===== src/rtl/present_pkg.sv =====
`default_nettype none
// +----------------------------------------------------------------------+
// | Module   : present_pkg                                               |
// | Brief    : PRESENT-80 widths, FSM states, S-box and key update       |
// | Revision : 1.0                                                       |
// +----------------------------------------------------------------------+
package present_pkg;

    localparam int KEY_W = 80;
    localparam int BLK_W = 64;
    localparam int RC_W  = 5;

    typedef enum logic [1:0] {
        IDLE = 2'd0,
        RUN  = 2'd1,
        DONE = 2'd2
    } fsm_t;

    function automatic logic [3:0] sbox(input logic [3:0] x);
        logic [3:0] y;
        case (x)
            4'h0: y = 4'hC;  4'h1: y = 4'h5;  4'h2: y = 4'h6;  4'h3: y = 4'hB;
            4'h4: y = 4'h9;  4'h5: y = 4'h0;  4'h6: y = 4'hA;  4'h7: y = 4'hD;
            4'h8: y = 4'h3;  4'h9: y = 4'hE;  4'hA: y = 4'hF;  4'hB: y = 4'h8;
            4'hC: y = 4'h4;  4'hD: y = 4'h7;  4'hE: y = 4'h1;  default: y = 4'h2;
        endcase
        return y;
    endfunction

    // Rotate left by 61 is the same as rotate right by 19.
    function automatic logic [KEY_W-1:0] key_update(input logic [KEY_W-1:0] k,
                                                    input logic [RC_W-1:0]  rc);
        logic [KEY_W-1:0] t;
        t         = {k[18:0], k[KEY_W-1:19]};
        t[79:76]  = sbox(t[79:76]);
        t[19:15]  = t[19:15] ^ rc;
        return t;
    endfunction

endpackage
`default_nettype wire


===== src/rtl/present_player.sv =====
`default_nettype none
// +----------------------------------------------------------------------+
// | Module   : present_player                                            |
// | Brief    : PRESENT bit permutation, bit i -> 16*i mod 63, bit 63 kept|
// | Revision : 1.0                                                       |
// +----------------------------------------------------------------------+
module present_player
    import present_pkg::*;
(
    input  logic [BLK_W-1:0] i_data,
    output logic [BLK_W-1:0] o_data
);

    for (genvar i = 0; i < BLK_W-1; i++) begin : g_bit
        assign o_data[(16*i) % 63] = i_data[i];
    end
    assign o_data[BLK_W-1] = i_data[BLK_W-1];

endmodule
`default_nettype wire


===== src/rtl/present_slayer.sv =====
`default_nettype none
// +----------------------------------------------------------------------+
// | Module   : present_slayer                                            |
// | Brief    : 64-bit PRESENT substitution layer, 16 parallel S-boxes    |
// | Revision : 1.0                                                       |
// +----------------------------------------------------------------------+
module present_slayer
    import present_pkg::*;
(
    input  logic [BLK_W-1:0] i_data,
    output logic [BLK_W-1:0] o_data
);

    for (genvar n = 0; n < BLK_W/4; n++) begin : g_nib
        assign o_data[4*n +: 4] = sbox(i_data[4*n +: 4]);
    end

endmodule
`default_nettype wire


===== src/rtl/present80_enc_core.sv =====
`default_nettype none
// +----------------------------------------------------------------------+
// | Module   : present80_enc_core                                        |
// | Brief    : Iterative PRESENT-80 encryptor, one round per clock       |
// | Revision : 1.0                                                       |
// +----------------------------------------------------------------------+
module present80_enc_core
    import present_pkg::*;
#(
    parameter int ROUNDS = 31
)(
    input  logic             clk,
    input  logic             rst,
    input  logic             in_valid,
    output logic             in_ready,
    input  logic [BLK_W-1:0] in_pt,
    input  logic [KEY_W-1:0] in_key,
    output logic             out_valid,
    input  logic             out_ready,
    output logic [BLK_W-1:0] out_ct,
    output logic             busy
);

    localparam logic [RC_W-1:0] c_last_rc = RC_W'(ROUNDS);

    fsm_t             r_fsm;
    logic [BLK_W-1:0] r_state;
    logic [KEY_W-1:0] r_key;
    logic [RC_W-1:0]  r_rc;

    logic [BLK_W-1:0] w_ark;
    logic [BLK_W-1:0] w_sl;
    logic [BLK_W-1:0] w_pl;
    logic [KEY_W-1:0] w_key_nxt;

    assign w_ark     = r_state ^ r_key[KEY_W-1 -: BLK_W];
    assign w_key_nxt = key_update(r_key, r_rc);

    present_slayer u_slayer (
        .i_data (w_ark),
        .o_data (w_sl)
    );

    present_player u_player (
        .i_data (w_sl),
        .o_data (w_pl)
    );

    always_ff @(posedge clk) begin
        if (rst) begin
            r_fsm     <= IDLE;
            r_state   <= '0;
            r_key     <= '0;
            r_rc      <= '0;
            in_ready  <= 1'b0;
            out_valid <= 1'b0;
            out_ct    <= '0;
            busy      <= 1'b0;
        end else begin
            case (r_fsm)
                IDLE: begin
                    in_ready <= 1'b1;
                    if (in_valid && in_ready) begin
                        r_state  <= in_pt;
                        r_key    <= in_key;
                        r_rc     <= RC_W'(1);
                        in_ready <= 1'b0;
                        busy     <= 1'b1;
                        r_fsm    <= RUN;
                    end
                end
                RUN: begin
                    r_state <= w_pl;
                    r_key   <= w_key_nxt;
                    r_rc    <= r_rc + 1'b1;
                    // Final whitening uses the key produced by this last update.
                    if (r_rc == c_last_rc) begin
                        out_ct    <= w_pl ^ w_key_nxt[KEY_W-1 -: BLK_W];
                        out_valid <= 1'b1;
                        busy      <= 1'b0;
                        r_fsm     <= DONE;
                    end
                end
                DONE: begin
                    if (out_ready) begin
                        out_valid <= 1'b0;
                        in_ready  <= 1'b1;
                        r_fsm     <= IDLE;
                    end
                end
                default: r_fsm <= IDLE;
            endcase
        end
    end

endmodule
`default_nettype wire


===== config.mk =====
export PLATFORM = sky130hd
export DESIGN_NAME = present80_enc_core
export DESIGN_NICKNAME = d
export VERILOG_FILES = /design/src/rtl/present_pkg.sv /design/src/rtl/present_player.sv /design/src/rtl/present_slayer.sv /design/src/rtl/present80_enc_core.sv
export SDC_FILE = /design/constraint.sdc
export NUM_CORES = 1
export LEC_CHECK = 0
export BUFFER_PORTS_ARGS = -buffer_cell sky130_fd_sc_hd__buf_2
export CORE_MARGIN = 2
export CORE_UTILIZATION = 35
export DETAILED_ROUTE_END_ITERATION = 16
export GPL_ROUTABILITY_DRIVEN = 0
export PLACE_DENSITY = 0.5
export SYNTH_ARGS = -nofsm -noshare
export SYNTH_HDL_FRONTEND = slang
export SYNTH_SLANG_ARGS = --single-unit

===== constraint.sdc =====
create_clock -name clk -period 2.8 [get_ports clk]
set_input_delay 0 -clock clk [delete_from_list [all_inputs] [get_ports clk]]
set_output_delay 0 -clock clk [all_outputs]
set_load 0.05 [all_outputs]

==> results.json <==
{
  "status": "completed",
  "ys_ff_latch": 222,
  "final_max_slew_viol_count": 0,
  "yosys_warnings": 0,
  "maxSlewHeadroom": 0.459,
  "clk_latency_ns": 0.53,
  "antenna_left": 0,
  "arrival_ns": 3.01,
  "min_path_type": "in2reg",
  "fin_crit_ns": 2.57,
  "fin_crit_sh": 0.917,
  "insertedDiodeCount": 0,
  "grt_max_degree": 128,
  "cts_resized": 0,
  "path_delay_family": "XOR/XNOR gates",
  "core_um2": 36300,
  "cp-end-kind": "flop",
  "final_util": 0.460,
  "clk_path_buf_depth": 3,
  "hold_viol": 0,
  "area_delta_synth_final_pct": 30.2,
  "drc": 0,
  "cp_num_cells": 7,
  "synth_edf_count": 0,
  "die_area_um2": 38300,
  "max_freq_ghz": 0.389,
  "drive_above_1_share": 0.185,
  "grt-ovfl-total": 0,
  "yosysSeqAreaShare": 0.346,
  "syn-num-nets": 1743,
  "crit_path_max_fanout": 5,
  "multi_input_area_um2": 7790,
  "syn_inst": 1508,
  "drt_iter0_drc": 883,
  "cts-root-buf": "clkbuf_16",
  "total_power_mw": 11.3,
  "r2r_cells": 7,
  "io_pins": 215,
  "io_buffers": 214,
  "path_clk_slew_ns": 0.06,
  "numCtsBuffers": 27,
  "avgSynthCellArea_um2": 8.52,
  "fillers": 3586,
  "vias_per_cell": 5.20,
  "final_nets": 2053,
  "required_ns": 3.24,
  "maxCapViolations": 0,
  "rsz0062_at_grt": "false",
  "dr_total_vias": 12000,
  "antenna_found_initial": 2,
  "die_y_um": 196,
  "fp.dieW_um": 196,
  "setup_viol": 0,
  "cts_sinks": 222,
  "synth_flop_cell": "dfxtp_1",
  "tritoncts": "built",
  "yosysTopAreaCell": "dfxtp_1",
  "p_leak_nw": 7.10,
  "async_reset_ff_frac": 0,
  "crit_top_cell": "xnor2_1",
  "yosys.area.top_type_share": 0.346,
  "seq_area_um2": 4450,
  "worst_pin_slew_ns": 0.812,
  "synthTopCellsByArea": "dfxtp_1 35%, ha_1 8.5%, nand2_1 7.0%, xnor2_1 5.5%, a311oi_1 5.2%",
  "fin_worst_skew_ns": 0.0105,
  "wl_mm": 48.4,
  "place_hpwl_mm": 35.7,
  "path_cells": "xnor2_1 -> inv_1 -> ha_1 -> xor2_1 -> mux2i_1 -> xnor2_1 -> a211oi_1",
  "peakVddDrop_uv": 514,
  "grt_first_pass_wirelength_mm": 71.4,
  "syn_area_um2": 12800,
  "most-common-layout-cells": "238 x nand2_1, 221 x dfxtp_1, 213 x buf_2",
  "final_common_cell": "nand2_1",
  "finalSetupTns_ns": 0,
  "placement_rows": 70,
  "h-tree-depth": 1,
  "wire_per_inst_um": 21.0,
  "grt_pass1_vias": 11400,
  "crit_path_start_kind": "flop",
  "fin_hold_ws_ns": 0.0183,
  "critical_path_buf_inv_count": 1,
  "drt_pre_antenna_iters": 5,
  "cp_slowest_cell": "mux2i_1",
  "holdPathStages": 4,
  "synth_cell_types": 52,
  "worstSetupPathType": "reg2reg",
  "start_util": 0.353,
  "cp_slowest_stage_delay_ns": 0.58,
  "p_per_area_nw_per_um2": 678,
  "gr-usage-all-layers": 0.248
}
==> tightest hold or removal path, stage by stage <==
cell and delay (ns):
buf_2 0.08, o21ai_0 0.12, a21o_1 0.18, a21oi_1 0.13
==> path summary, 6_finish.rpt <==
check / start / end / slack [ns]
max: r_key[53] / out_ct[41] / 0.23
min: in_pt[51] / r_state[51] / 0.02
max reg2reg: r_key[53] / out_ct[41] / 0.23
min reg2reg: out_ct[23] / out_ct[23] / 0.45
==> cell usage after synthesis (all sizes together) (3+ instances only) <==
cell	n
clkbuf	66
a21o	18
dfxtp	222
a311oi	76
nor3	28
nand3b	16
inv	63
a21oi	106
buf	36
a22oi	19
xor2	56
o21ai	52
o221ai	17
mux2	3
o21a	3
nand2	240
mux2i	62
nor2	171
xnor2	88
or2	3
o211ai	7
a211oi	31
ha	87
mux4	16
==> metal layers <==
| layer | vias up | share of wire | GRT usage |
|---|---|---|---|
| met5 | - | 0 | 0 |
| li1 | 5822 | - | - |
| met1 | 5715 | 0.46 | 0.355 |
| met2 | 379 | 0.46 | 0.396 |
| met4 | 0 | 0.028 | 0.0653 |
| met3 | 56 | 0.054 | 0.0280 |
==> layout make-up <==
cell class,instances,share of cell area
inverters,63,0.0141
multi-input cells,1121,0.466
repair buffers,383,0.166
clock inverters,6,0.00479
flip-flops and latches,222,0.266
well taps,468,0.0350
clock buffers,41,0.0483
==> per-stage QoR <==
stage / worst slack (ns) / instances / area, µm²
floorplan: 0.215 / 1508 / 12800
global placement: 0.236 / 2117 / 14400
detailed placement: 0.252 / 2117 / 14400
CTS: 0.235 / 2304 / 16700
global route: 0.0293 / 2304 / 16700
finish: 0.232 / 2304 / 16700
==> power by group <==
part	internal [mW]	switching, mW	total (mW)
clock network	2.15	1.41	3.56
registers	3.42	0.356	3.77
logic	1.65	2.35	4.01
total	7.22	4.12	11.3
==> flip-flops by register name, summed over array words and instances, names as in the netlist <==
register	count
out_valid	1
in_ready	1
out_ct	64
r_rc	5
busy	1
w_key_nxt	4
r_fsm	2
r_key	80
r_state	64
==> cells by family (layout without fill, tap and decap cells) <==
| group | count (synthesis) | after routing | share of synthesized area |
|---|---|---|---|
| flip-flops | 222 | 222 | 0.346 |
| buffers and inverters | 165 | 493 | 0.0509 |
| AND/OR/NAND/NOR | 469 | 469 | 0.148 |
| XOR/XNOR | 144 | 144 | 0.111 |
| multiplexers | 81 | 81 | 0.0796 |
| adder cells (fa/ha/maj) | 87 | 87 | 0.0847 |
| AO/OA/AOI/OAI | 340 | 340 | 0.180 |
==> repair_timing <==
action,CTS,global route
endpoints found under the hold margin,148,0
endpoints found under the setup margin,0,0
buffers inserted,0,0
hold buffers,140,0
(Power assumes the default switching activity.)
